File: config.mk
export PLATFORM = sky130hd
export DESIGN_NAME = fetch_seq_ctrl_flat
export DESIGN_NICKNAME = d
export VERILOG_FILES = /design/src/rtl/y86_pkg.sv /design/src/rtl/fetch_seq_ctrl_if.sv /design/src/rtl/y86_instr_len.sv /design/src/rtl/fetch_seq_ctrl.sv /design/src/flat_wrapper.sv
export SDC_FILE = /design/constraint.sdc
export NUM_CORES = 1
export LEC_CHECK = 0
export ABC_AREA = 1
export ABC_CLOCK_PERIOD_IN_PS = 3300
export CAP_MARGIN = 20
export CORE_MARGIN = 2
export CORE_UTILIZATION = 25
export CTS_BUF_LIST = sky130_fd_sc_hd__clkbuf_4 sky130_fd_sc_hd__clkbuf_8 sky130_fd_sc_hd__clkbuf_16
export DETAILED_ROUTE_END_ITERATION = 10
export PLACE_DENSITY = 0.49
export SLEW_MARGIN = 20
export SYNTH_ARGS = -nofsm -noshare
export SYNTH_HDL_FRONTEND = slang
export SYNTH_SLANG_ARGS = --single-unit
File: constraint.sdc
create_clock -name clk -period 3.3 [get_ports clk]
set_input_delay 0.66 -clock clk [delete_from_list [all_inputs] [get_ports clk]]
set_output_delay 0.66 -clock clk [all_outputs]
set_load 0.01 [all_outputs]
File: src/rtl/y86_pkg.sv
// Shared Y86-64 fetch definitions: instruction codes, register sentinel,
// instruction lengths and the sequential fetch state encoding.
package y86_pkg;

    localparam logic [3:0] IHALT   = 4'h0;
    localparam logic [3:0] INOP    = 4'h1;
    localparam logic [3:0] IRRMOVQ = 4'h2;
    localparam logic [3:0] IIRMOVQ = 4'h3;
    localparam logic [3:0] IRMMOVQ = 4'h4;
    localparam logic [3:0] IMRMOVQ = 4'h5;
    localparam logic [3:0] IOPQ    = 4'h6;
    localparam logic [3:0] IJXX    = 4'h7;
    localparam logic [3:0] ICALL   = 4'h8;
    localparam logic [3:0] IRET    = 4'h9;
    localparam logic [3:0] IPUSHQ  = 4'hA;
    localparam logic [3:0] IPOPQ   = 4'hB;

    localparam logic [3:0] RNONE = 4'hF;

    localparam logic [3:0] LEN_1  = 4'd1;
    localparam logic [3:0] LEN_2  = 4'd2;
    localparam logic [3:0] LEN_9  = 4'd9;
    localparam logic [3:0] LEN_10 = 4'd10;

    typedef enum logic [1:0] {
        S_IDLE,
        S_REQ,
        S_DONE,
        S_HALT
    } fetch_state_t;

endpackage

File: src/rtl/fetch_seq_ctrl_if.sv
// Byte-wide instruction-memory read port: the fetcher is master, memory is slave.
interface fetch_seq_ctrl_if #(
    parameter int ADDR_W = 64
);
    logic              mem_req;
    logic [ADDR_W-1:0] mem_addr;
    logic              mem_ack;
    logic [7:0]        mem_rdata;
    logic              mem_err;

    modport master (
        output mem_req, mem_addr,
        input  mem_ack, mem_rdata, mem_err
    );

    modport slave (
        input  mem_req, mem_addr,
        output mem_ack, mem_rdata, mem_err
    );
endinterface

File: src/rtl/y86_instr_len.sv
// Combinational instruction-format decode from icode: length, which optional
// fields are present, where valC starts, and whether the icode is illegal.
module y86_instr_len
    import y86_pkg::*;
(
    input  logic [3:0] icode,
    output logic [3:0] len,
    output logic       need_regids,
    output logic       need_valC,
    output logic [3:0] valC_offset,
    output logic       invalid
);

    always_comb begin
        // NOTE: every output gets a default before the case so no path leaves one unassigned (no latch).
        len         = LEN_1;
        need_regids = 1'b0;
        need_valC   = 1'b0;
        valC_offset = 4'd1;
        invalid     = 1'b0;
        case (icode)
            IHALT, INOP, IRET: ;
            IRRMOVQ, IOPQ, IPUSHQ, IPOPQ: begin
                len         = LEN_2;
                need_regids = 1'b1;
            end
            IJXX, ICALL: begin
                len         = LEN_9;
                need_valC   = 1'b1;
            end
            IIRMOVQ, IRMMOVQ, IMRMOVQ: begin
                len         = LEN_10;
                need_regids = 1'b1;
                need_valC   = 1'b1;
                valC_offset = 4'd2;
            end
            default: invalid = 1'b1;
        endcase
    end

endmodule

File: src/rtl/fetch_seq_ctrl.sv
// Sequential Y86-64 fetch unit: owns the PC, reads the instruction one byte at a
// time over the memory port and presents the decoded fields with a valid pulse.
module fetch_seq_ctrl
    import y86_pkg::*;
#(
    parameter int ADDR_W = 64
) (
    input  logic              clk,
    input  logic              reset,
    input  logic              start,
    input  logic              pc_load,
    input  logic [ADDR_W-1:0] pc_in,
    fetch_seq_ctrl_if.master  mem,
    output logic [ADDR_W-1:0] pc,
    output logic [3:0]        icode,
    output logic [3:0]        ifun,
    output logic [3:0]        rA,
    output logic [3:0]        rB,
    output logic [ADDR_W-1:0] valC,
    output logic [ADDR_W-1:0] valP,
    output logic              instr_valid,
    output logic              instr_invalid,
    output logic              imem_error,
    output logic              halted,
    output logic              busy
);

    fetch_state_t      state, state_n;
    logic [3:0]        byte_idx, byte_idx_n;
    logic [ADDR_W-1:0] pc_n, valC_n, valP_n, addr_n;
    logic [3:0]        icode_n, ifun_n, rA_n, rB_n;
    logic              req_n, instr_valid_n, instr_invalid_n, imem_error_n, halted_n, busy_n;

    logic [3:0] lookup_icode, len, valc_offset;
    logic       need_regids, need_valc, invalid;
    logic [2:0] valc_byte;

    // Byte 0 is decoded straight off the bus; later bytes use the captured icode.
    assign lookup_icode = (byte_idx == 4'd0) ? mem.mem_rdata[7:4] : icode;
    assign valc_byte    = 3'(byte_idx - valc_offset);

    y86_instr_len u_len (
        .icode       (lookup_icode),
        .len         (len),
        .need_regids (need_regids),
        .need_valC   (need_valc),
        .valC_offset (valc_offset),
        .invalid     (invalid)
    );

    always_comb begin
        state_n         = state;
        byte_idx_n      = byte_idx;
        pc_n            = pc;
        icode_n         = icode;
        ifun_n          = ifun;
        rA_n            = rA;
        rB_n            = rB;
        valC_n          = valC;
        valP_n          = valP;
        req_n           = mem.mem_req;
        addr_n          = mem.mem_addr;
        instr_valid_n   = 1'b0;
        instr_invalid_n = instr_invalid;
        imem_error_n    = imem_error;
        halted_n        = halted;

        case (state)
            S_IDLE: begin
                if (pc_load) pc_n = pc_in;
                if (start) begin
                    instr_invalid_n = 1'b0;
                    imem_error_n    = 1'b0;
                    byte_idx_n      = 4'd0;
                    req_n           = 1'b1;
                    addr_n          = pc_load ? pc_in : pc;
                    state_n         = S_REQ;
                end
            end
            S_REQ: begin
                if (mem.mem_ack) begin
                    if (mem.mem_err) begin
                        imem_error_n  = 1'b1;
                        valP_n        = pc + ADDR_W'(1);
                        req_n         = 1'b0;
                        instr_valid_n = 1'b1;
                        state_n       = S_DONE;
                    end else begin
                        if (byte_idx == 4'd0) begin
                            icode_n         = mem.mem_rdata[7:4];
                            ifun_n          = mem.mem_rdata[3:0];
                            rA_n            = RNONE;
                            rB_n            = RNONE;
                            valC_n          = '0;
                            instr_invalid_n = invalid;
                        end else if (need_regids && byte_idx == 4'd1) begin
                            rA_n = mem.mem_rdata[7:4];
                            rB_n = mem.mem_rdata[3:0];
                        end else if (need_valc) begin
                            valC_n[8*valc_byte +: 8] = mem.mem_rdata;
                        end

                        if (byte_idx + 4'd1 == len) begin
                            valP_n        = pc + ADDR_W'(len);
                            req_n         = 1'b0;
                            instr_valid_n = 1'b1;
                            state_n       = S_DONE;
                        end else begin
                            byte_idx_n = byte_idx + 4'd1;
                            addr_n     = pc + ADDR_W'(byte_idx + 4'd1);
                        end
                    end
                end
            end
            S_DONE: begin
                if (icode == IHALT && !imem_error) begin
                    halted_n = 1'b1;
                    state_n  = S_HALT;
                end else begin
                    state_n  = S_IDLE;
                end
            end
            S_HALT: ;
        endcase

        busy_n = (state_n != S_IDLE);
    end

    // NOTE: state registers use non-blocking assignments so every flop samples pre-edge values.
    always_ff @(posedge clk) begin
        if (reset) begin
            state         <= S_IDLE;
            byte_idx      <= 4'd0;
            pc            <= '0;
            icode         <= 4'h0;
            ifun          <= 4'h0;
            rA            <= RNONE;
            rB            <= RNONE;
            valC          <= '0;
            valP          <= '0;
            mem.mem_req   <= 1'b0;
            mem.mem_addr  <= '0;
            instr_valid   <= 1'b0;
            instr_invalid <= 1'b0;
            imem_error    <= 1'b0;
            halted        <= 1'b0;
            busy          <= 1'b0;
        end else begin
            state         <= state_n;
            byte_idx      <= byte_idx_n;
            pc            <= pc_n;
            icode         <= icode_n;
            ifun          <= ifun_n;
            rA            <= rA_n;
            rB            <= rB_n;
            valC          <= valC_n;
            valP          <= valP_n;
            mem.mem_req   <= req_n;
            mem.mem_addr  <= addr_n;
            instr_valid   <= instr_valid_n;
            instr_invalid <= instr_invalid_n;
            imem_error    <= imem_error_n;
            halted        <= halted_n;
            busy          <= busy_n;
        end
    end

endmodule

File: src/flat_wrapper.sv
// flat-port wrapper written by rule: the top's interface ports become plain ports
module fetch_seq_ctrl_flat import y86_pkg::*;
#(
    parameter int ADDR_W = 64
)
  (clk, reset, start, pc_load, pc_in, pc, icode, ifun, rA, rB, valC, valP, instr_valid, instr_invalid, imem_error, halted, busy, mem_mem_req, mem_mem_addr, mem_mem_ack, mem_mem_rdata, mem_mem_err);
  fetch_seq_ctrl_if #(.ADDR_W(ADDR_W)) mem_i ();
  input  logic clk;
  input  logic reset;
  input  logic start;
  input  logic pc_load;
  input  logic [ADDR_W-1:0] pc_in;
  output logic [ADDR_W-1:0] pc;
  output logic [3:0] icode;
  output logic [3:0] ifun;
  output logic [3:0] rA;
  output logic [3:0] rB;
  output logic [ADDR_W-1:0] valC;
  output logic [ADDR_W-1:0] valP;
  output logic instr_valid;
  output logic instr_invalid;
  output logic imem_error;
  output logic halted;
  output logic busy;
  output wire logic [$bits(mem_i.mem_req)-1:0] mem_mem_req;
  output wire logic [$bits(mem_i.mem_addr)-1:0] mem_mem_addr;
  input wire logic [$bits(mem_i.mem_ack)-1:0] mem_mem_ack;
  input wire logic [$bits(mem_i.mem_rdata)-1:0] mem_mem_rdata;
  input wire logic [$bits(mem_i.mem_err)-1:0] mem_mem_err;
  assign mem_mem_req = mem_i.mem_req;
  assign mem_mem_addr = mem_i.mem_addr;
  assign mem_i.mem_ack = mem_mem_ack;
  assign mem_i.mem_rdata = mem_mem_rdata;
  assign mem_i.mem_err = mem_mem_err;
  fetch_seq_ctrl #(.ADDR_W(ADDR_W)) u_core (.clk(clk), .reset(reset), .start(start), .pc_load(pc_load), .pc_in(pc_in), .mem(mem_i), .pc(pc), .icode(icode), .ifun(ifun), .rA(rA), .rB(rB), .valC(valC), .valP(valP), .instr_valid(instr_valid), .instr_invalid(instr_invalid), .imem_error(imem_error), .halted(halted), .busy(busy));
endmodule
* Yosys cells after proc, flatten, opt, wreduce, memory -nomap -nowiden *
Cells that the tools add are included.
Widths: inputs -> output; s select.

storage, ports and cells
  output and inout bits = 278
  flip-flop bits (word level) = 284
  word-level logic and storage cells = 128
  input port bits = 78

cells by class
  shifts and indexed selects = 2
  bitwise operators = 3
  add/subtract/negate cells = 7
  mux-type cells = 48
  reductions and logical operators = 29
  eq/ne operators = 23

operators by type and width
  kind                     number
  $mux 64                  10
  $pmux 64 s2              1
  $add 64x1->64 const B    1
  $add 64x4->64            1
  $add 64x64->64           1
  $bwmux 64                1
  $shift 8x34->64 const A  1
  $shiftx 8x34->64         1
  $mux 4                   9
  $neg 6->34               1
  $eq 4x3->1 const B       4
  $eq 4x4->1 const B       4
  $reduce_and 4->1         4
  $mux 1                   15
  $reduce_and 5->1         3
  $logic_not 4->1          3
  $mux 2                   6
  $pmux 4 s3               1
  $reduce_or 12->1         1
  $ne 2x2->1 const B       5
  $reduce_bool 2->1        5
  $eq 4x1->1 const B       2
  $eq 4x2->1 const B       2
  $pmux 4 s2               1
  other kinds (21)         29

* Longest topological paths before layout *
Gate-level depths: netlist (run 1).

  depth after elaboration = 12
  gate-level depth with buffers = 26
  depth with buffers taken out = 25

* By module *
A second synthesis (run 1) with hierarchy kept.

second synthesis, totals
  cells, all modules = 2332
  area, all modules = 15483.6 um^2

by module, submodules not included
  module          area each (um^2)  instances  sequential area each (um^2)  cells each
  fetch_seq_ctrl  15357.2           1          5685.5                       2308
  y86_instr_len   126.4             1          0.0                          24

* Least setup slack after synthesis (run 1) *
No wires, ideal clock.

  kind = reg2reg
  start = register u_core.byte_idx[0]
  end = register u_core.valC[24]
  setup time = 0.132 ns
  cell stages (with the launch flop) = 20
  period minus slack after synthesis = 3.582 ns
  path slack = -0.282 ns
  path buffers = 2
  arrival time = 3.450 ns
  data required time = 3.168 ns
  cells stage by stage = dfxtp_1 -> inv_1 -> ha_1 -> buf_2 -> nand2_4 -> nand2_1 -> nand2_1 -> nand2_1 -> nand2_1 -> nand3_2 -> ha_1 -> fa_1 -> ha_1 -> ha_1 -> buf_1 -> inv_1 -> nor2_1 -> o21ai_1 -> nand2_1 -> a21oi_1

between the ends
  longest elaborated chain between the ends = 12
  elaborated cells between the ends (all ways) = 30
  those cells by class = 2 x add/sub; 11 x eq/ne; 2 x shift; 8 x mux; 7 x reduce/logical

ends and longest elaborated chain
  item                                                        RTL line                                    text
  start, declared                                             fetch_seq_ctrl.sv:29                        logic [3:0] byte_idx, byte_idx_n;
  start signal, assigned                                      fetch_seq_ctrl.sv:150                       byte_idx <= byte_idx_n;
  $logic_not 4->1                                             fetch_seq_ctrl.sv:39, fetch_seq_ctrl.sv:89
  $mux 4                                                      -
  $eq 4x2->1 / $eq 4x3->1 (equally long branches)             y86_instr_len.sv:21                         case (icode)
  $reduce_or 3->1                                             y86_instr_len.sv:21
  $mux 2                                                      y86_instr_len.sv:21
  $sub 3x2->3                                                 fetch_seq_ctrl.sv:40                        assign valc_byte = 3'(byte_idx - valc_offset);
  $neg 6->34                                                  fetch_seq_ctrl.sv:100                       valC_n[8*valc_byte +: 8] = mem.mem_rdata;
  $shiftx 8x34->64 / $shift 8x34->64 (equally long branches)  fetch_seq_ctrl.sv:100
  $bwmux 64                                                   fetch_seq_ctrl.sv:100
  $mux 64                                                     fetch_seq_ctrl.sv:99                        end else if (need_valc) begin
  $mux 64                                                     fetch_seq_ctrl.sv:96                        end else if (need_regids && byte_idx == 4'd1) begin
  $mux 64                                                     fetch_seq_ctrl.sv:89                        if (byte_idx == 4'd0) begin
  end signal, assigned                                        fetch_seq_ctrl.sv:156                       valC <= valC_n;
  end, declared                                               fetch_seq_ctrl.sv:19                        output logic [ADDR_W-1:0] valC,

Parallel ways exist; a longest one is shown, timed or not. The select of a mux whose other input is x is not followed.
A chain may end at the register's enable or synchronous reset.

* Worst setup path after layout (run 1) *
  start = register u_core.byte_idx[0]
  end = register u_core.valC[4]

Same word-level chain as after synthesis.

==> results.md, run 1 <==
* Sequential Power Share at 25.1%
* Detailed placer's ending HPWL at 63.8 mm
* Non-filler instance count after layout at 3840
* Switching power as a share of total power at 44.4%
* MaxCap Viol Count at 0
* Starting DRT DRC Count at 1482
* CTS Root Cell: clkbuf_16
* TritonCTS clock tree: built
* RR Startpoint: u_core.byte_idx[0]
* Worst slew margin at 38.1%
* Top-level I/O count at 356
* Max-slew violations at 0
* Worst Tran Pin Value at 0.929 ns
* Gr usage total at 23.6%
* Cell row count at 92
* Cts bufs inserted at 37
* Residual antenna-violating net count after detailed routing at 0
* CP max FO at 8
* Clk slew on worst S/H paths at 0.06 ns
* Via count of the first global-routing pass at 17200
* Grt total ovfl at 0
* Fillcell total at 6756
* Number of antenna cells inserted at 0
* Yosys Warn Count at 0
* Total power per unit cell area at 833 nW/um^2
* Result of the run: complete, no violations
* Maximum achievable frequency at 312 MHz
* Final RePlAce weighted congestion at 0.978
* Full die area at 65900 sq um
* Post-layout min period at 3.20 ns
* Final wirelength at 80.5 mm
* Crit Reg-Reg Endpoint: u_core.valC[4]
* Top cells by count, synth: nand2_1, nor2_1, dfxtp_1
* Switching Power at 0.00875 W
* Placed Instances at 3770
* Maximum number of pins on one net before global-route repair at 104
* CTS sink count at 284
* Setup Skew at 0.0167 ns
* Count of flip-flops with a built-in enable after synthesis at 0
* Post-synth cell types at 43
* Post-Synthesis Mean Instance Area at 6.45 sq um
* RSZ-0062 raised after global routing: yes
* Total negative slack at 0 ns
* Internal portion of total power at 0.0110 W
* Total leakage power at 10.0 nW
* Pre-antenna DRT Iters at 5
* Setup violations, final at 0
* Proportion of netlist area held by the largest area contributor at 35.6%
* Final #Nets at 3066
* Top-count cell post-synth: nand2_1
* Count of port buffers added during placement at 355
* Combined area of all synthesized cells at 16000 sq um
* Data arrival time at the worst-slack endpoint at 3.67 ns
* Initial core utilization at 25.3%
* Footprint of the flip-flops and latches at 5690 sq um
* Clock power frac at 21.7%
* Longest Clk Path Bufs at 3
* Area contributors post-synth: dfxtp_1, nand2_1, nor2_1
* Die height at 257 microns
* Area growth from synthesis to layout at 48.2%
* Cell accounting for the most synthesized area: dfxtp_1
* Post-route total power at 0.0197 W
* Min-delay worst type: reg -> reg
* Worst path setup slack after routing at 0.0998 ns
* Most common flop cell mapped by yosys: dfxtp_1
* H-Tree Depth at 2
* Clock latency reported for the late side of the worst-skew pair at 0.55 ns
* Worst hold path startpoint: u_core.halted
* Critical path startpoint category: flip-flop
* Period utilization at 97.0%
* Internal reg-to-reg setup slack at 0.1 ns
* Synthesized instance count at 2476
* Hold depth at 2
* Total area of multi-input combinational cells at 9300 sq um
* Wire length of the first global-routing pass at 116 mm
* Post-place setup slack at -0.748 ns
* Count of endpoints failing hold in the final timing report at 0
* Post-route core utilization at 37.5%
* Core area at 63100 sq um
* Count of vias placed by the detailed router at 18100
* Flip-flop and latch count after synthesis at 284
* Post-synthesis net count at 2571
* Initial antenna violation count at 2
* Startpoint-to-endpoint class of the critical path: reg -> reg
* Share of final-layout standard cells stronger than drive strength 1 at 14.6%
* FF-to-FF path depth at 18
* Number of vias per cell after detailed routing at 4.72
* Sequential-to-total area share from yosys stat at 35.6%
* Die width at 257 microns
* WL/cell at 21.0 microns
* End of the worst hold path: u_core.halted
* Async set-reset flop share out of synthesis at 0%
* Worst supply voltage drop on vdd at 0.603 mV
* Relative contribution of combinational cells to total power at 53.2%
* DRC at 0
* Critical path capture point type: flip-flop
* Critical path required time at 3.77 ns
## timing repair
item / 4_1_cts / 5_1_grt
pin swaps: 5 / 29
gates resized for setup: 39 / 93
setup endpoints to repair: 97 / 154
hold buffers: 0 / 0
setup buffers: 1 / 8
## through the flow
| step | instance area, sq um | hold slack (ns) |
|---|---|---|
| after global placement | 21800 | 0.447 |
| after floorplan | 16000 | 0.473 |
| final | 23700 | 0.453 |
| after detailed placement | 21800 | 0.452 |
| after CTS | 23200 | 0.462 |
| after global routing | 23700 | 0.473 |
## registers in the layout, indices dropped and copies added (netlist names)
signal,flops
u_core.mem.mem_addr,64
u_core.pc,64
u_core.valC,64
u_core.valP,64
u_core.byte_idx,4
u_core.icode,4
u_core.ifun,4
u_core.rA,4
u_core.rB,4
u_core.state,2
u_core.busy,1
u_core.halted,1
u_core.imem_error,1
u_core.instr_invalid,1
u_core.instr_valid,1
u_core.mem.mem_req,1
## worst max-delay path: stages, from the launching register on
cell and delay, ns:
dfxtp_4 0.35, inv_4 0.06, ha_4 0.13, buf_12 0.12, nand2_8 0.08, nand2_4 0.06, nand2_2 0.06, buf_4 0.13
nand2_1 0.07, nand3_2 0.10, ha_2 0.18, fa_2 0.56, ha_4 0.21, buf_6 0.13, nor4_4 0.29, nor3b_4 0.24
buf_6 0.15, nand2_1 0.06, a21oi_1 0.14
## power by group through the flow
stage | Combinational [W] | Clock, W | Sequential [W]
3_5_place_dp | 0.00949 | 0 | 0.00498
4_1_cts | 0.00988 | 0.00438 | 0.00492
3_3_place_gp | 0.00945 | 0 | 0.00499
5_1_grt | 0.0113 | 0.00451 | 0.00503
6_report | 0.0105 | 0.00428 | 0.00495
2_1_floorplan | 0.00470 | 0 | 0.00504
## per-layer routing
| metal | wire (microns) | global-route usage, % | up-vias | part of all wire, % |
|---|---|---|---|---|
| met4 | 1720 | 5.52 | 2 | 2.1 |
| met5 | 13 | 0 | - | 0.016 |
| li1 | - | - | 8860 | - |
| met1 | 38400 | 34.2 | 8533 | 48 |
| met3 | 5460 | 4.27 | 86 | 6.8 |
| met2 | 34900 | 35.9 | 639 | 43 |
## final cells by class
| class | count | share of cell area (%) |
|---|---|---|
| Tap cell | 846 | 4.48 |
| Clock inverter | 10 | 0.762 |
| Clock buffer | 52 | 4.55 |
| Sequential cell | 284 | 24.1 |
| Timing Repair Buffer | 580 | 22.7 |
| Inverter | 258 | 4.14 |
| Multi-Input combinational cell | 1810 | 39.3 |
## how the worst max path moves through the flow
stage                             startpoint         endpoint  slack [ns]  cells after the start
after floorplan           u_core.byte_idx[0]  u_core.valC[63]       0.003                     19
after global placement      mem_mem_rdata[6]  u_core.valP[49]       -0.76                     19
after detailed placement    mem_mem_rdata[6]  u_core.valP[49]       -0.75                     19
after CTS                 u_core.byte_idx[0]   u_core.valC[0]       -0.02                     18
after global routing      u_core.byte_idx[0]   u_core.valC[4]       -0.07                     18
final                     u_core.byte_idx[0]   u_core.valC[4]         0.1                     18
## placed cells by master, fill, tap and decap left out, types with 9 or more instances in the layout
master | Yosys | routed
buf_12 | 0 | 9
or2_2 | 13 | 13
mux2i_1 | 21 | 21
clkbuf_4 | 0 | 9
nand2_1 | 632 | 609
nor2_4 | 5 | 15
a21oi_1 | 164 | 156
o211ai_1 | 10 | 10
xor2_2 | 0 | 9
o21ai_2 | 4 | 9
nor2_1 | 395 | 374
inv_2 | 5 | 11
clkbuf_16 | 0 | 37
nand3_1 | 126 | 122
o21ai_0 | 181 | 177
inv_1 | 252 | 243
clkdlybuf4s50_1 | 0 | 354
xor2_1 | 82 | 72
nand4_1 | 59 | 59
buf_4 | 1 | 210
nor2_2 | 2 | 13
xnor2_1 | 12 | 10
nand2_2 | 4 | 25
nand3b_1 | 13 | 13
dfxtp_1 | 284 | 282
nor3_1 | 33 | 29
## cell families after synthesis
family                     Yosys count  synth area share, %
buffers and inverters              382                 9.79
adders and majority gates           17                 1.47
and+or+nand+nor                   1303                 34.4
muxes                               21                 1.32
xor gates and xnor gates            94                 5.16
AOI/OAI and AO/OA                  375                 12.2
DFF                                284                 35.6
Power figures use the tool's default switching activity.
==> run 2, diff against run 1 <==
--- a/config.mk
+++ b/config.mk
@@ -8,9 +8,9 @@
 export ABC_AREA = 1
 export ABC_CLOCK_PERIOD_IN_PS = 3300
 export CAP_MARGIN = 20
-export CORE_MARGIN = 2
+export CORE_MARGIN = 4
 export CORE_UTILIZATION = 25
-export CTS_BUF_LIST = sky130_fd_sc_hd__clkbuf_4 sky130_fd_sc_hd__clkbuf_8 sky130_fd_sc_hd__clkbuf_16
+export CTS_BUF_LIST = sky130_fd_sc_hd__clkbuf_2 sky130_fd_sc_hd__clkbuf_4 sky130_fd_sc_hd__clkbuf_8
 export DETAILED_ROUTE_END_ITERATION = 10
 export PLACE_DENSITY = 0.49
 export SLEW_MARGIN = 20
==> results.md, run 2 (synthesis results as in run 1) <==
* Grt met2 use at 34.9% (was 35.9%)
* Fraction of met1 tracks used by global routing at 33.8% (was 34.2%)
* Commonest non-fill, non-tap cell in the layout: nand2_1 (unchanged)
* Via count of the first global-routing pass at 17300 (was 17200)
* Pre-antenna DRT Iters at 6 (was 5)
* Initial core utilization at 25.3% (about the same)
* Core area at 63200 sq um (was 63100 sq um)
* Final Hold Slack at 0.453 ns (about the same)
* Critical path capture point type: flip-flop (unchanged)
* Startpoint-to-endpoint class of the critical path: reg -> reg (unchanged)
* Gr usage total at 23.0% (was 23.6%)
* Min-delay worst type: reg -> reg (unchanged)
* Post-layout min period at 3.19 ns (was 3.20 ns)
* Worst Tran Pin Value at 0.848 ns (was 0.929 ns)
* Die height at 261 microns (was 257 microns)
* Setup Skew at 0.0255 ns (was 0.0167 ns)
* Die width at 261 microns (was 257 microns)
* Worst slew margin at 43.5% (was 38.1%)
* Data arrival time at the worst-slack endpoint at 3.74 ns (was 3.67 ns)
* Critical path endpoint: u_core.valC[35] (was u_core.valC[4])
* Worst supply voltage drop on vdd at 0.645 mV (was 0.603 mV)
* Full die area at 68000 sq um (was 65900 sq um)
* TritonCTS clock tree: built (unchanged)
* Detailed placer's ending HPWL at 64.6 mm (was 63.8 mm)
* Top Usage Layer GRT: met2 (unchanged)
* Non-filler instance count after layout at 3897 (was 3840)
* Maximum number of pins on one net before global-route repair at 104 (unchanged)
* Clk slew on worst S/H paths at 0.06 ns (about the same)
* Final RePlAce weighted congestion at 0.973 (was 0.978)
* Cts bufs inserted at 54 (was 37)
* WL/cell at 20.9 microns (was 21.0 microns)
* Period utilization at 96.5% (was 97.0%)
* Setup violations, final at 0 (unchanged)
* Critical path startpoint category: flip-flop (unchanged)
* Post-route total power at 0.0196 W (was 0.0197 W)
* Result of the run: complete, no violations (unchanged)
* MaxCap Viol Count at 0 (unchanged)
* Wire length of the first global-routing pass at 117 mm (was 116 mm)
* Most used cells in the layout excluding fill and tap cells: nand2_1, nor2_1, clkdlybuf4s50_1, dfxtp_1, inv_1 (unchanged)
* Global routing met3 resource utilization at 4.43% (was 4.27%)
* Count of endpoints failing hold in the final timing report at 0 (unchanged)
* Placed Instances at 3786 (was 3770)
* H-Tree Depth at 2 (unchanged)
* RR Startpoint: u_core.byte_idx[0] (unchanged)
* Grt total ovfl at 0 (unchanged)
* Total power per unit cell area at 817 nW/um^2 (was 833 nW/um^2)
* CTS sink count at 284 (unchanged)
* RSZ-0062 raised after global routing: yes (unchanged)
* Final #Nets at 3105 (was 3066)
* Number of vias per cell after detailed routing at 4.70 (was 4.72)
* CTS Root Cell: clkbuf_8 (was clkbuf_16)
* Clock latency reported for the late side of the worst-skew pair at 0.64 ns (was 0.55 ns)
* Top-level I/O count at 356 (unchanged)
* Residual antenna-violating net count after detailed routing at 0 (unchanged)
* Maximum achievable frequency at 314 MHz (was 312 MHz)
* Count of port buffers added during placement at 355 (unchanged)
* Area growth from synthesis to layout at 50.0% (was 48.2%)
* Fillcell total at 6732 (was 6756)
* Post-route core utilization at 37.9% (was 37.5%)
* Internal reg-to-reg setup slack at 0.11 ns (was 0.1 ns)
* Max-slew violations at 0 (unchanged)
* Initial antenna violation count at 3 (was 2)
* Count of vias placed by the detailed router at 18300 (was 18100)
* Cell row count at 92 (unchanged)
* DRC at 0 (unchanged)
* CP max FO at 8 (unchanged)
* FF-to-FF path depth at 20 (was 18)
* Critical path required time at 3.85 ns (was 3.77 ns)
* Worst setup path startpoint: u_core.byte_idx[0] (unchanged)
* Final wirelength at 81.5 mm (was 80.5 mm)
* Longest Clk Path Bufs at 3 (unchanged)
* Crit Reg-Reg Endpoint: u_core.valC[35] (was u_core.valC[4])
* Share of final-layout standard cells stronger than drive strength 1 at 16.8% (was 14.6%)
* Total leakage power at 10.2 nW (was 10.0 nW)
* Starting DRT DRC Count at 1830 (was 1482)
-- run 2: cell types whose count changed in the layout (fill, tap and decap cells not counted), moves of 5 or more --
cell / change
clkbuf_8: +68
clkbuf_16: -37
buf_4: +17
nand2_4: +10
nand2_1: -6
clkinv_2: +5
nor2_2: +5
xor2_1: -5
xor2_2: +5
-- run 2: power breakdown --
group / internal, W / switching [W]
Clock: 0.00233 / 0.00162
Combinational: 0.00430 / 0.00643
Sequential: 0.00415 / 0.000738
Total: 0.0108 / 0.00879
-- run 2: how the worst min path moves through the flow --
stage | startpoint | to | cells after the start
3_3_place_gp | u_core.halted | u_core.halted | 2
3_5_place_dp | u_core.halted | u_core.halted | 2
4_1_cts | u_core.halted | u_core.halted | 2
5_1_grt | u_core.valC[37] | u_core.valC[37] | 2
2_1_floorplan | u_core.byte_idx[1] | u_core.byte_idx[1] | 2
6_report | u_core.halted | u_core.halted | 2
-- run 2: worst max-delay path, cell delays in order, from the launching register on --
cell and delay, ns:
dfxtp_4 0.35, inv_4 0.06, ha_4 0.22, nand2_8 0.10, nand2_4 0.09, nand2_4 0.05, buf_6 0.11, nand2_4 0.05
nand3_4 0.10, ha_4 0.17, fa_2 0.45, ha_4 0.18, ha_4 0.16, inv_4 0.07, nand2_4 0.05, inv_2 0.06
nand4_1 0.17, buf_6 0.20, nor4_4 0.20, nand3_1 0.12, a21oi_2 0.15
-- run 2: layout make-up --
type,instances,area (sq um),area share [%]
clock inverters,12,138,0.575
multi-input cells,1810,9420,39.3
well taps,846,1060,4.42
inverters,258,978,4.09
repair buffers,602,5570,23.2
diodes,1,2.50,0.0104
clock buffers,84,1090,4.57
flip-flops and latches,284,5690,23.8
-- run 2: repair_timing --
item,CTS,global route
gates resized for setup,66,93
setup endpoints to repair,108,131
setup buffers,9,9
pin swaps,18,44
hold buffers,0,0
-- run 2: per-stage QoR --
step,area (sq um),TNS [ns],setup slack [ns]
floorplan,16000,0,0.00292
global placement,21900,-69.10,-1.04
detailed placement,21900,-72.37,-1.06
CTS,23500,-0.203,-0.0443
global route,24000,-0.128,-0.0410
finish,24000,0,0.115
-- run 2: routing by layer --
metal  routed length (microns)  up-vias
li1                          -     8976
met4                      1640        0
met3                      5970       93
met1                     38500     8523
met5                         0        -
met2                     35400      705
